[config.mk]
export PLATFORM = sky130hd
export DESIGN_NAME = serial_deser_flat
export DESIGN_NICKNAME = d
export VERILOG_FILES = /design/src/rtl/serial_deser_if.sv /design/src/rtl/serial_deser.sv /design/src/flat_wrapper.sv
export SDC_FILE = /design/constraint.sdc
export NUM_CORES = 1
export LEC_CHECK = 0
export CAP_MARGIN = 20
export CORE_MARGIN = 5
export CORE_UTILIZATION = 45
export CTS_CLUSTER_SIZE = 40
export DETAILED_ROUTE_END_ITERATION = 7
export PLACE_DENSITY = 0.73
export SYNTH_ARGS = -nofsm -noshare
export SYNTH_HDL_FRONTEND = slang
export SYNTH_SLANG_ARGS = --single-unit
[constraint.sdc]
create_clock -name clk -period 1.35 [get_ports clk]
set_input_delay 0.2025 -clock clk [delete_from_list [all_inputs] [get_ports clk]]
set_output_delay 0.2025 -clock clk [all_outputs]
set_load 0.02 [all_outputs]
[src/rtl/serial_deser_if.sv]
`default_nettype none
// ============================================================================
//  Module   : serial_deser_if
//  Purpose  : Bundles the serial beat input and the parallel word output
//             handshake of serial_deser.
//  Signals  : ser_in    [SHIFT-1:0] beat data
//             ser_valid             beat offered
//             out_data  [N-1:0]     completed word
//             out_valid             out_data holds an unconsumed word
//             out_ready             consumer accepts out_data
//  Modports : slave  - deserializer side (takes beats, offers words)
//             master - surrounding logic (offers beats, takes words)
//  Revision : 1.0  initial release
// ============================================================================
interface serial_deser_if #(
  parameter int N     = 8,
  parameter int SHIFT = 1
);
  logic [SHIFT-1:0] ser_in;
  logic             ser_valid;
  logic [N-1:0]     out_data;
  logic             out_valid;
  logic             out_ready;

  modport slave (
    input  ser_in,
    input  ser_valid,
    input  out_ready,
    output out_data,
    output out_valid
  );

  modport master (
    output ser_in,
    output ser_valid,
    output out_ready,
    input  out_data,
    input  out_valid
  );
endinterface
`default_nettype wire

[src/rtl/serial_deser.sv]
`default_nettype none
// ============================================================================
//  Module   : serial_deser
//  Purpose  : Serial-in / parallel-out deserializer. Collects N/SHIFT beats
//             of SHIFT bits into an N-bit word and presents it on a
//             registered output with a one-word valid/ready buffer, so the
//             next word can be collected while the current one waits.
//  Ports    : clk        system clock (rising edge)
//             sys_rst_n  asynchronous active-low reset
//             enable     1: beats accepted, 0: collection frozen
//             clear      synchronous clear, same effect as reset
//             msb_first  bit order, sampled on the first beat of a word
//             bus        serial_deser_if.slave (beats in, words out)
//             busy       a word collection is in progress
//             overrun    sticky: a completed word was dropped
//             parity_err parity result registered alongside out_data
//  Config   : SERIAL_DESER_PARITY_EN - when defined, each word is followed by
//             one even-parity beat (ser_in[0]); otherwise parity_err is 0.
//  Revision : 1.0  initial release
// ============================================================================
module serial_deser #(
  parameter int N     = 8,
  parameter int SHIFT = 1
) (
  input  logic               clk,
  input  logic               sys_rst_n,
  input  logic               enable,
  input  logic               clear,
  input  logic               msb_first,
  serial_deser_if.slave      bus,
  output logic               busy,
  output logic               overrun,
  output logic               parity_err
);

  localparam int BEATS = N / SHIFT;
  localparam int CNT_W = (BEATS > 1) ? $clog2(BEATS) : 1;
  localparam logic [CNT_W-1:0] c_LAST = CNT_W'(BEATS - 1);

  localparam logic [1:0] c_IDLE   = 2'd0;
  localparam logic [1:0] c_SHIFT  = 2'd1;
`ifdef SERIAL_DESER_PARITY_EN
  localparam logic [1:0] c_PARITY = 2'd2;
  localparam logic [1:0] c_AFTER_DATA = c_PARITY;
`else
  localparam logic [1:0] c_AFTER_DATA = c_IDLE;
`endif

  generate
    if (SHIFT < 1 || (N % SHIFT) != 0) begin : g_cfg_check
      $error("serial_deser: N (%0d) must be a multiple of SHIFT (%0d)", N, SHIFT);
    end
  endgenerate

  logic [1:0]       r_state;
  logic [1:0]       w_state_next;
  logic [CNT_W-1:0] r_cnt;
  logic [N-1:0]     r_sreg;
  logic [N-1:0]     w_sreg_next;
  logic             r_msb;
  logic [N-1:0]     r_out_data;
  logic             r_out_valid;
  logic             r_overrun;

  logic             w_beat;
  logic             w_data_beat;
  logic             w_last;
  logic             w_msb;
  logic             w_complete;
  logic [N-1:0]     w_word;

  assign w_beat = enable && bus.ser_valid;
  // Bit order comes from the live input on a word's first beat, then from
  // the latched copy so mid-word changes have no effect.
  assign w_msb  = (r_state == c_IDLE) ? msb_first : r_msb;

`ifdef SERIAL_DESER_PARITY_EN
  logic r_parity_err;
  logic w_perr;
  assign w_data_beat = w_beat && (r_state != c_PARITY);
  // The assembled word already sits in r_sreg; the parity beat releases it.
  assign w_complete  = w_beat && (r_state == c_PARITY);
  assign w_word      = r_sreg;
  assign w_perr      = (^r_sreg) ^ bus.ser_in[0];
  assign parity_err  = r_parity_err;
`else
  assign w_data_beat = w_beat;
  assign w_complete  = w_last;
  assign w_word      = w_sreg_next;
  assign parity_err  = 1'b0;
`endif

  assign w_last = w_data_beat && (r_cnt == c_LAST);

  generate
    if (N == SHIFT) begin : g_one_beat
      assign w_sreg_next = bus.ser_in;
    end else begin : g_multi_beat
      assign w_sreg_next = w_msb ? {r_sreg[N-SHIFT-1:0], bus.ser_in}
                                 : {bus.ser_in, r_sreg[N-1:SHIFT]};
    end
  endgenerate

  always_comb begin
    w_state_next = r_state;
    case (r_state)
      c_IDLE, c_SHIFT: begin
        if (w_data_beat) begin
          w_state_next = w_last ? c_AFTER_DATA : c_SHIFT;
        end
      end
`ifdef SERIAL_DESER_PARITY_EN
      c_PARITY: begin
        if (w_beat) begin
          w_state_next = c_IDLE;
        end
      end
`endif
      default: w_state_next = c_IDLE;
    endcase
  end

  always_ff @(posedge clk or negedge sys_rst_n) begin
    if (!sys_rst_n) begin
      r_state      <= c_IDLE;
      r_cnt        <= '0;
      r_sreg       <= '0;
      r_msb        <= 1'b0;
      r_out_data   <= '0;
      r_out_valid  <= 1'b0;
      r_overrun    <= 1'b0;
`ifdef SERIAL_DESER_PARITY_EN
      r_parity_err <= 1'b0;
`endif
    end else if (clear) begin
      r_state      <= c_IDLE;
      r_cnt        <= '0;
      r_sreg       <= '0;
      r_msb        <= 1'b0;
      r_out_data   <= '0;
      r_out_valid  <= 1'b0;
      r_overrun    <= 1'b0;
`ifdef SERIAL_DESER_PARITY_EN
      r_parity_err <= 1'b0;
`endif
    end else begin
      r_state <= w_state_next;

      if (w_data_beat) begin
        r_sreg <= w_sreg_next;
        r_cnt  <= w_last ? '0 : r_cnt + CNT_W'(1);
        if (r_state == c_IDLE) begin
          r_msb <= msb_first;
        end
      end

      // One-word buffer: a finished word may replace the buffered one only
      // if that one is empty or being consumed this cycle; otherwise drop.
      if (w_complete) begin
        if (!r_out_valid || bus.out_ready) begin
          r_out_data   <= w_word;
          r_out_valid  <= 1'b1;
`ifdef SERIAL_DESER_PARITY_EN
          r_parity_err <= w_perr;
`endif
        end else begin
          r_overrun <= 1'b1;
        end
      end else if (r_out_valid && bus.out_ready) begin
        r_out_valid <= 1'b0;
      end
    end
  end

  assign bus.out_data  = r_out_data;
  assign bus.out_valid = r_out_valid;
  assign busy          = (r_state != c_IDLE);
  assign overrun       = r_overrun;

endmodule
`default_nettype wire

[src/flat_wrapper.sv]
// flat-port wrapper written by rule: the top's interface ports become plain ports
module serial_deser_flat 
#(
  parameter int N     = 8,
  parameter int SHIFT = 1
)
  (clk, sys_rst_n, enable, clear, msb_first, busy, overrun, parity_err, bus_ser_in, bus_ser_valid, bus_out_ready, bus_out_data, bus_out_valid);
  serial_deser_if #(.N(N), .SHIFT(SHIFT)) bus_i ();
  input  logic clk;
  input  logic sys_rst_n;
  input  logic enable;
  input  logic clear;
  input  logic msb_first;
  output logic busy;
  output logic overrun;
  output logic parity_err;
  input wire logic [$bits(bus_i.ser_in)-1:0] bus_ser_in;
  input wire logic [$bits(bus_i.ser_valid)-1:0] bus_ser_valid;
  input wire logic [$bits(bus_i.out_ready)-1:0] bus_out_ready;
  output wire logic [$bits(bus_i.out_data)-1:0] bus_out_data;
  output wire logic [$bits(bus_i.out_valid)-1:0] bus_out_valid;
  assign bus_i.ser_in = bus_ser_in;
  assign bus_i.ser_valid = bus_ser_valid;
  assign bus_i.out_ready = bus_out_ready;
  assign bus_out_data = bus_i.out_data;
  assign bus_out_valid = bus_i.out_valid;
  serial_deser #(.N(N), .SHIFT(SHIFT)) u_core (.clk(clk), .sys_rst_n(sys_rst_n), .enable(enable), .clear(clear), .msb_first(msb_first), .bus(bus_i), .busy(busy), .overrun(overrun), .parity_err(parity_err));
endmodule
# ---- Word-level counts from Yosys, hierarchy flattened
# Index checks and enable logic that the tools add are counted.
dict set report word_totals {
  register_bits 24
  wordCells 51
  output_inout_bits 12
  input_bits 8
}
dict set report op_classes {
  eq_ne 5
  n_reduce_logical 15
  n_mux 23
  n_addsub 1
}
# op count
set ops {}
lappend ops {{two-way mux 8 bit} 6}
lappend ops {{two-way mux 1 bit} 11}
lappend ops {{two-way mux 3 bit} 3}
lappend ops {{nonzero test 2 bit} 4}
lappend ops {{two-way mux 2 bit} 3}
lappend ops {{AND reduction 2 bit} 3}
lappend ops {{adder 3 x 1 -> 3 bit (second input constant)} 1}
lappend ops {{equality test 3 bit (second input constant)} 1}
lappend ops {{logical AND 1 bit} 3}
lappend ops {{!= test 3 x 2 -> 1 bit (second input constant)} 1}
lappend ops {{!= test 3 bit (second input constant)} 1}
lappend ops {{nonzero test 3 bit} 1}
lappend ops {{equality test 2 x 1 -> 1 bit (second input constant)} 1}
lappend ops {{zero test 2 bit} 1}
lappend ops {{!= test 2 bit (second input constant)} 1}
lappend ops {{OR reduction 2 bit} 1}
lappend ops {{zero test 1 bit} 1}
lappend ops {{logical OR 1 bit} 1}

# ---- Depth between registers and ports, before layout
dict set report logic_depth {
  ltp_word 6
  depth_mapped 6
  mapped_depth_nobuf 5
}

# ---- Worst setup path before layout
# Ideal clock, no wire load.
dict set report synth_path {
  path_type {reg2reg}
  from {register u_core.r_cnt[0]}
  to {register u_core.r_out_data[0], in the netlist u_core.bus.out_data[0]}
  n_path_buf 1
  t_arrival_ns 1.408
  path_slack_ns -0.136
  period_less_slack_ns 1.486
  required_time_ns 1.272
  stages_incl_launch_ff 7
  setup_time_ns 0.078
  path_cell_list {dfrtp_1 > ha_1 > ha_1 > nand3_1 > or3_1 > clkbuf_1 > o2bb2ai_1}
}
dict set report synth_via {
  elab_chain_cells 4
}
# element line_no
set synth_rtl {}
lappend synth_rtl {{from (decl)} serial_deser.sv:57} ;# logic [CNT_W-1:0] r_cnt;
lappend synth_rtl {{from (signal assigned)} serial_deser.sv:151} ;# r_cnt <= w_last ? '0 : r_cnt + CNT_W'(1);
lappend synth_rtl {{equality test 3 bit} serial_deser.sv:93} ;# assign w_last = w_data_beat && (r_cnt == c_LAST);
lappend synth_rtl {{logical AND 1 bit} serial_deser.sv:93}
lappend synth_rtl {{nonzero test 2 bit (no source line)} n/a}
lappend synth_rtl {{AND reduction 2 bit (no source line)} n/a}
lappend synth_rtl {{to (signal assigned)} serial_deser.sv:161} ;# r_out_data <= w_word;
lappend synth_rtl {{to (decl)} serial_deser.sv:61} ;# logic [N-1:0] r_out_data;
# No other way between the ends.
# A chain may end at the register's enable or synchronous reset.

# ---- Final worst setup path
dict set report layout_path {
  from {register u_core.r_cnt[1]}
  to {register u_core.r_cnt[0]}
}
dict set report layout_via {
  elab_chain_cells 5
}
# element line_no
set layout_rtl {}
lappend layout_rtl {{equality test 3 bit} serial_deser.sv:93}
lappend layout_rtl {{logical AND 1 bit} serial_deser.sv:93}
lappend layout_rtl {{two-way mux 3 bit} serial_deser.sv:151}
lappend layout_rtl {{two-way mux 3 bit} serial_deser.sv:149} ;# if (w_data_beat) begin
lappend layout_rtl {{two-way mux 3 bit} serial_deser.sv:135} ;# end else if (clear) begin
# No other way between the ends. The select of a mux whose other input is x is not followed.

==> flow_metrics.tcl <==
set metrics [dict create \
    finalMaxSlewViolations 0 \
    initial_core_util_pct 47.1 \
    cpPeakStageDelay_ns 0.40 \
    ant_nets 0 \
    p_leak_nw 0.664 \
    setup_viol 17 \
    synth.avg_cell_area_um2 11.5 \
    seq_power_share_pct 57.5 \
    yosysSeqAreaShare_pct 55.8 \
    hold_viol_final 0 \
    synth_top_family_by_area "compound AO/OA/AOI/OAI gates" \
    path_cells "ha_2 -> ha_4 -> buf_6 -> or3_1 -> a21oi_1" \
    synth-xor-area-share_pct 0 \
    coreArea_um2 2190 \
    synthAdderAreaFrac_pct 2.43 \
    tns_ns -0.414 \
    met3_usage_pct 3.12 \
    grt_max_degree 24 \
    peakVddDrop_uv 693 \
    grtUsageMet1_pct 21.3 \
    rr_endpoint "u_core.r_cnt[0]" \
    place_inst 140 \
    clock.fmax_mhz 714 \
    rsz0062_at_grt "true" \
    cp-start-kind "flip-flop" \
    hpwl_mm 1.58 \
    path_clk_slew_ns 0.13 \
    die_area_um2 3350 \
    root_buffer "clkbuf_4" \
    area_growth_pct 53.0 \
    grt_overflow 0 \
    syn_inst 90 \
    synth_compound_area_share_pct 17.6 \
    slowest_stage "dfrtp_1" \
    drc 0 \
    endpoint_kind "flip-flop" \
    clock_latency_ns 0.30 \
    required_ns 1.58 \
    pwr-share-comb_pct 18.7 \
    busiest_layer "met2" \
    synth_area_um2 1030 \
    reg2reg_slack_ns -0.05 \
    synthSimpleGateAreaFrac_pct 10.7 \
    cellPowerDensity_nw_per_um2 816 \
    nNetsFinal 130 \
    htree_num_levels 1 \
    swShare_pct 27.0 \
    worst_slack_ns -0.0512 \
    p_int_w 0.000941 \
    wl_mm 2.40 \
    fp.dieH_um 57.9 \
    switchingPower_w 0.000347 \
    skew_ns 0.00984 \
    drive_gt1_share_pct 42.0 \
    wl_per_cell_um 16.3 \
    grt.total_usage_pct 15.4 \
    grt_pass1_vias 804 \
    min_period_over_period_pct 104 \
    grt_pass1_wl_mm 3.97 \
    dr.pass1.iters 4 \
    seq_area_um2 577 \
    r2r_cells 5 \
    die_x_um 57.9 \
    hold_buffers 0 \
    cts_sinks 23 \
    numCtsBuffers 3 \
    violations "setup timing" \
    num_antenna_cells 0 \
    vias_per_cell 5.59 \
    hold_class "input pin to async pin" \
    max_cap_violations 0 \
    path_max_fanout 3 \
    clockPowerShare_pct 23.8 \
    stdcell_count 147 \
    layout_commonest_cell "dfrtp_1" \
    synthMuxAreaShare_pct 9.95 \
    drt_iter0_drc 23 \
    postLayoutCellArea_um2 1580 \
    yosys_warnings 0 \
    multi_input_area_um2 643 \
    vias 821 \
    final_cell_mix "dfrtp_1, dlygate4sd2_1, nor2_1, buf_4, mux2i_4" \
    postSynthNetCount 100 \
    synth-seq-cells 23 \
    io_buffers 18 \
    synth_cell_types 21 \
    crit-reg2reg-launch "u_core.r_cnt[1]" \
    dp_slack_ns -0.172 \
    cts_tree "done" \
    gp_congestion 0.696 \
    dpl-instance-area_um2 1330 \
    clockBufferDepth 2 \
    met2_usage_pct 24.7 \
    nFillCells 148 \
    status "finished, violations left" \
    hold_ws_ns 0.233 \
    crit_arrival_ns 1.63 \
    path_class "flip-flop to flip-flop" \
    pin_count 20 \
    period_needed_ns 1.40 \
    antenna_found_initial 0 \
    rows 17 \
]
-- layer usage --
metal | part of all wire, % | up-vias
met2 | 53 | 15
met5 | 0 | -
met1 | 43 | 413
li1 | - | 391
met4 | 0.71 | 0
met3 | 3.1 | 2
-- how the worst max path moves through the flow --
stage	end	startpoint	slack (ns)
finish	u_core.r_cnt[0]	u_core.r_cnt[1]	-0.05
global route	u_core.bus.out_data[1]	u_core.r_cnt[0]	-0.13
CTS	u_core.r_cnt[0]	u_core.r_cnt[1]	-0.08
detailed placement	u_core.r_sreg[7]	enable	-0.17
global placement	u_core.bus.out_data[2]	bus_ser_valid	-0.15
floorplan	u_core.bus.out_data[0]	u_core.r_cnt[0]	-0.02
-- Yosys cell counts (all sizes together) --
master   instances  area, um^2
a211oi           9        67.6
a21oi            5        25.0
a31oi            2        18.8
and2             1        6.26
buf              3        17.5
clkbuf           4        15.0
conb             1        3.75
dfrtp           23         576
ha               2        25.0
mux2i            9         103
nand2            6        22.5
nand2b           2        12.5
nand3            1        5.00
nand3b           1        7.51
nor2            10        37.5
nor2b            1        6.26
o2bb2ai          8        70.1
or3              2        12.5
-- repair_timing --
action	CTS	global route
resized for setup	25	23
endpoints found under the setup margin	23	20
pin swaps	3	4
buffers inserted	1	2
-- power by group through the flow --
stage	sequential (W)	clock [W]	combinational, W
final	0.000741	0.000306	0.000241
after global routing	0.000744	0.000357	0.000260
after CTS	0.000731	0.000312	0.000193
after detailed placement	0.000741	0	0.000172
after global placement	0.000740	0	0.000169
after floorplan	0.000739	0	0.0000907
-- critical path, delay by kind of cell (launching register included) --
kind / cells / cell delay, ns
flip-flops: 1 / 0.40
AO/OA/AOI/OAI: 1 / 0.12
adder cells (fa/ha/maj): 2 / 0.36
AND/OR/NAND/NOR: 1 / 0.34
buffers and inverters: 1 / 0.12
-- per-stage QoR --
step	util, %	total power [W]
finish	72.0	0.00129
global route	72.0	0.00136
CTS	65.0	0.00124
detailed placement	60.7	0.000913
global placement	60.7	0.000909
floorplan	-	0.000830
-- registers in the layout, indices dropped and copies added (netlist names) --
signal                cells
u_core.overrun            1
u_core.bus.out_valid      1
u_core.bus.out_data       8
u_core.r_msb              1
u_core.r_cnt              3
u_core.r_sreg             8
u_core.r_state            1
-- final cells by class --
type / instances / area share [%]
sequential: 23 / 36.6
clock buffer: 3 / 1.43
tap: 28 / 2.22
multi-input combinational: 60 / 40.8
timing repair buffer: 32 / 18.7
clock inverter: 1 / 0.317
-- logic make-up after synthesis --
group                    count (synthesis)
adder cells (fa/ha/maj)                  2
flip-flops                              23
AO/OA/AOI/OAI                           24
multiplexers                             9
other                                    1
buffers and inverters                    7
AND/OR/NAND/NOR                         24
(Power assumes the default switching activity.)
==> RTL change 1 (config.mk and constraints unchanged) <==
Add a define of `SERIAL_DESER_PARITY_EN`.
--- a/src/rtl/serial_deser.sv
+++ b/src/rtl/serial_deser.sv
@@ -18,6 +18,8 @@
 //             one even-parity beat (ser_in[0]); otherwise parity_err is 0.
 //  Revision : 1.0  initial release
 // ============================================================================
+`define SERIAL_DESER_PARITY_EN
+
 module serial_deser #(
   parameter int N     = 8,
   parameter int SHIFT = 1
Formal check against the unedited RTL: not equivalent (Yosys sat finds a counterexample within 10 cycles, from zero or initial values and one cycle with sys_rst_n low).
==> RTL change 1 against the original RTL <==
Critical endpoint is now u_core.r_sreg[2]. Non-clock buffer count is 14 higher. The run still ends with negative setup slack left. Design area is 14% higher. Area after synthesis is 16% higher. Highest routed layer unchanged. Total power is 2.1% higher. Synthesized cell count is 20% higher. Wire length is 26% higher. Combinational power is 19% lower. Sequential cell count is 2 higher. Worst setup slack worse by 0.13 ns. Clock skew is 0.0047 ns lower. Utilization is 0.93 points lower.
==> RTL change 1: results (changes against the original RTL) <==
vdd_drop_max_v: 0.000581  # was 0.000693 V
routedWlPerCell_um: 16.4  # was 16.3 µm
fin_ws_ns: -0.181  # was -0.0512 ns
synthArstFlopShare_pct: 100  # unchanged
fin_nets: 166  # was 130
hold_slack_ns: 0.222  # was 0.233 ns
place.detailed.hpwl_mm: 1.79  # was 1.58 mm
vias: 1010  # was 821
cpLargestDelayFamily: "multiplexers"  # was flip-flops
drive_gt1_share_pct: 32.3  # was 42.0%
antenna_found_initial: 0  # unchanged
wl_mm: 3.03  # was 2.40 mm
numCtsBuffers: 3  # unchanged
critPathSlowestCell: "dfrtp_1"  # unchanged
p_comb_w: 0.000196  # was 0.000241 W
worstPathMaxFanout: 5  # was 3
place_congestion: 0.721  # was 0.696
grt_start_max_net_pins: 26  # was 24
finalPower_w: 0.00131  # was 0.00129 W
wl_met1_mm: 1.36  # was 1.02 mm
first_pass_iters: 4  # unchanged
grt_use_met3_pct: 3.56  # was 3.12%
gr-usage-met2_pct: 28.0  # was 24.7%
slew_headroom_pct: 62.2
synthFlopType: "dfrtp_1"  # unchanged
syn_nets: 118  # was 100
antennaDiodeCount: 0  # unchanged
slew_violations: 0  # unchanged
p_leak_nw: 0.863  # was 0.664 nW
synth.yosys.seq_area_share_pct: 52.1  # was 55.8%
syn_avg_cell_area_um2: 11.1  # was 11.5 µm²
max_stage_delay_ns: 0.42  # was 0.40 ns
clk_path_buf_depth: 2  # unchanged
synth_common_cells: "25 x dfrtp_1, 16 x mux2i_1, 12 x nand2_1, 12 x nor2_1, 8 x o21ai_1"  # was 23 x dfrtp_1, 10 x nor2_1, 9 x a211oi_1
clk_transition_reported_paths_ns: 0.14
gr-usage-met1_pct: 22.1  # was 21.3%
grt_pass1_wl_mm: 4.68  # was 3.97 mm
place_area_um2: 1580  # was 1330 µm²
htreeDepth: 1  # unchanged
synth_warnings: 0  # unchanged
port_buffers: 19  # was 18
clockRootBuffer: "clkbuf_4"  # unchanged
synth_cell_types: 28  # was 21
hold_path_class: "in -> async"  # unchanged
outcome: "finished, violations left"  # unchanged
place_ws_ns: -0.275  # was -0.172 ns
synth.area.top_cells: "dfrtp_1 52%, mux2i_1 13%, nand2_1 3.8%, nor2_1 3.8%, o21ai_1 3.3%"  # was dfrtp_1 56%, mux2i_1 7.8%, o2bb2ai_1 6.8%, a211oi_1 6.6%, nor2_1 3.6%
grt_use_total_pct: 16.9  # was 15.4%
netSwitchingFraction_pct: 25.6  # was 27.0%
fin_skew_ns: 0.00512  # was 0.00984 ns
clock_latency_ns: 0.33  # was 0.30 ns
arrival_ns: 1.76  # was 1.63 ns
nFillCells: 191  # was 148
wl_met3_um: 97  # was 75 µm
violations: "negative setup slack"  # unchanged
wl_met2_mm: 1.48  # was 1.28 mm
clk-power_w: 0.000352  # was 0.000306 W
final-setup-viol-count: 21  # was 17
drtIter0Drc: 34  # was 23
## RTL change 1: final timing paths
path                                         from                     end  cells past startpoint
worst min register to register    u_core.r_cnt[1]         u_core.r_cnt[1]                      2
worst max-delay path            u_core.r_state[0]        u_core.r_sreg[2]                      5
worst max register to register  u_core.r_state[0]        u_core.r_sreg[2]                      5
min in group clk                  u_core.r_cnt[1]         u_core.r_cnt[1]                      2
max in group asynchronous               sys_rst_n          u_core.overrun                      2
worst min-delay path                    sys_rst_n  u_core.bus.out_data[2]                      2
## RTL change 1: timing repair
item | CTS | global route
hold buffers | 0 | 0
setup buffers | 5 | 3
gates cloned | 2 | 0
gates resized for setup | 27 | 18
endpoints found under the setup margin | 30 | 23
pin swaps | 5 | 7
## RTL change 1: cell families (layout without fill, tap and decap cells)
family | Yosys count | count (layout) | share of synthesized area [%]
buffers and inverters | 5 | 52 | 1.56
and+or+nand+nor | 35 | 35 | 14.1
DFF | 25 | 25 | 52.1
adders and majority gates | 2 | 2 | 2.09
muxes | 18 | 18 | 16.2
AOI/OAI and AO/OA | 17 | 17 | 8.45
xor gates and xnor gates | 6 | 6 | 5.53
## RTL change 1: area by class of cell
class / instances / area, µm² / area share [%]
sequential: 25 / 626 / 34.9
clock inverter: 1 / 7.51 / 0.419
clock buffer: 3 / 22.5 / 1.26
timing repair buffer: 46 / 459 / 25.6
inverter: 2 / 7.51 / 0.419
multi-input combinational: 78 / 633 / 35.3
tap: 30 / 37.5 / 2.09
## RTL change 1: stage by stage
step	util (%)	setup TNS (ns)
after floorplan	-	-0.674
after global placement	62.8	-4.27
after detailed placement	62.8	-5.01
after CTS	69.0	-1.69
after global routing	71.1	-3.66
final	71.1	-2.10
==> RTL change 2 (same flow settings) <==
Made on the original files. Put one more register stage on the output `overrun`, with the module's reset. The value now appears one clock later. The other outputs are not delayed to match.
--- a/src/rtl/serial_deser.sv
+++ b/src/rtl/serial_deser.sv
@@ -175,7 +175,13 @@
   assign bus.out_data  = r_out_data;
   assign bus.out_valid = r_out_valid;
   assign busy          = (r_state != c_IDLE);
-  assign overrun       = r_overrun;
+  always_ff @(posedge clk or negedge sys_rst_n) begin
+    if (!sys_rst_n) begin
+      overrun <= '0;
+    end else begin
+      overrun <= r_overrun;
+    end
+  end
 
 endmodule
 `default_nettype wire
Function: no difference found for any inputs over 10 cycles, from zero or initial values and one cycle with sys_rst_n low; that may be too few to reach the edited logic, so the function may still have changed.
==> RTL change 2 against the original RTL <==
Sequential cell count is 1 higher. Total power is 7.0% higher. Non-clock buffer count is 2 higher. The run still ends with negative setup slack left. Worst setup slack worse by 0.037 ns. Area after synthesis is 2.4% higher. Wire length is 6.0% higher. Design area is 2.4% higher. Sequential share of layout area is 0.70 points higher.
==> RTL change 2: results (changes against the original RTL) <==
synth_cell_types: 21  # unchanged
p_per_area_nw_per_um2: 854  # was 816 nW/µm²
wl_met3_um: 109  # was 75 µm
clk-power_w: 0.000379  # was 0.000306 W
place_congestion: 0.760  # was 0.696
worstPathMaxFanout: 8  # was 3
antennaDiodeCount: 0  # unchanged
synthMuxAreaShare_pct: 9.72  # was 9.95%
syn_nets: 101  # was 100
synth-compound-area-share_pct: 17.2  # was 17.6%
violations: "negative setup slack"  # unchanged
power.internal_w: 0.00102  # was 0.000941 W
grt_pass1_wl_mm: 3.99  # was 3.97 mm
final-setup-viol-count: 16  # was 17
antenna_found_initial: 0  # unchanged
setup_tns_ns: -0.850  # was -0.414 ns
p_seq_w: 0.000769  # was 0.000741 W
place_area_um2: 1350  # was 1330 µm²
cpLargestDelayFamily: "simple AND/OR/NAND/NOR gates"  # was flip-flops
drive_gt1_share_pct: 41.0  # was 42.0%
place.detailed.hpwl_mm: 1.60  # was 1.58 mm
max_stage_delay_ns: 0.42  # was 0.40 ns
synth-xor-area-share_pct: 0  # unchanged
grt_start_max_net_pins: 25  # was 24
vias_per_cell: 5.53  # was 5.59
wl_met2_mm: 1.37  # was 1.28 mm
arrival_ns: 1.68  # was 1.63 ns
clk_path_buf_depth: 2  # unchanged
synth.area.top_cells: "dfrtp_1 57%, mux2i_1 7.6%, o2bb2ai_1 6.6%, a211oi_1 6.4%, nor2_1 3.6%"  # was dfrtp_1 56%, mux2i_1 7.8%, o2bb2ai_1 6.8%, a211oi_1 6.6%, nor2_1 3.6%
drtIter0Drc: 11  # was 23
p_leak_nw: 0.690  # was 0.664 nW
grt_use_total_pct: 15.2  # was 15.4%
outcome: "finished, violations left"  # unchanged
first_pass_iters: 4  # unchanged
hold_path_class: "in -> async"  # unchanged
vdd_drop_max_v: 0.000782  # was 0.000693 V
clock_latency_ns: 0.32  # was 0.30 ns
fin_nets: 133  # was 130
critPathSlowestCell: "or3_4"  # was dfrtp_1
place_ws_ns: -0.231  # was -0.172 ns
synth_fa_ha_area_share_pct: 2.37  # was 2.43%
fin_skew_ns: 0.0105  # was 0.00984 ns
wl_mm: 2.54  # was 2.40 mm
synth_warnings: 0  # unchanged
path_buf_inv: 0  # was 1
synth.yosys.seq_area_share_pct: 56.9  # was 55.8%
first_global_vias: 853  # was 804
fin_ws_ns: -0.0882  # was -0.0512 ns
numCtsBuffers: 3  # unchanged
synth_common_cells: "24 x dfrtp_1, 10 x nor2_1, 9 x a211oi_1"  # was 23 x dfrtp_1, 10 x nor2_1, 9 x a211oi_1
wl_met1_mm: 1.05  # was 1.02 mm
port_buffers: 18  # unchanged
synthArstFlopShare_pct: 100  # unchanged
==> RTL change 2: path summary, 6_finish.rpt <==
kind / depth (start not counted) / slack [ns] / start / to
max: 5 / -0.09 / u_core.r_cnt[0] / u_core.bus.out_data[6]
min: 2 / 0.23 / sys_rst_n / u_core.r_msb
max reg2reg: 5 / -0.09 / u_core.r_cnt[0] / u_core.bus.out_data[6]
min reg2reg: 0 / 0.45 / u_core.r_overrun / u_core.overrun
max in group asynchronous: 2 / 0.88 / sys_rst_n / u_core.r_state[0]
min in group clk: 0 / 0.45 / u_core.r_overrun / u_core.overrun
==> RTL change 2: timing repair <==
item | CTS | global route
pin swaps | 3 | 4
endpoints found under the setup margin | 21 | 20
resized for setup | 23 | 23
buffers inserted | 4 | 2
==> RTL change 2: final cells by class <==
cell class                 count  area (µm²)
clock buffer                   4        36.3
fill                         149         618
multi-input combinational     60         624
sequential                    24         602
tap                           28        35.0
timing repair buffer          34         318
==> RTL change 2: cells by family (layout without fill, tap and decap cells) <==
logic type / Yosys count / after routing
and+or+nand+nor: 24 / 24
adders and majority gates: 2 / 2
buffers and inverters: 7 / 38
AOI/OAI and AO/OA: 24 / 24
other: 1 / 1
muxes: 9 / 9
DFF: 24 / 24
==> RTL change 2: layer usage <==
| metal | vias up | track usage, % |
|---|---|---|
| met3 | 2 | 2.41 |
| met4 | 0 | 5.96 |
| met1 | 414 | 20.6 |
| met5 | - | 0 |
| met2 | 21 | 24.4 |
| li1 | 392 | - |
==> RTL change 2: metrics by stage <==
stage	utilization [%]	hold WS, ns	cells
floorplan	-	-0.0931	91
global placement	60.3	0.366	140
detailed placement	60.3	0.366	140
CTS	65.4	0.236	148
global route	72.3	0.268	150
finish	72.3	0.225	150
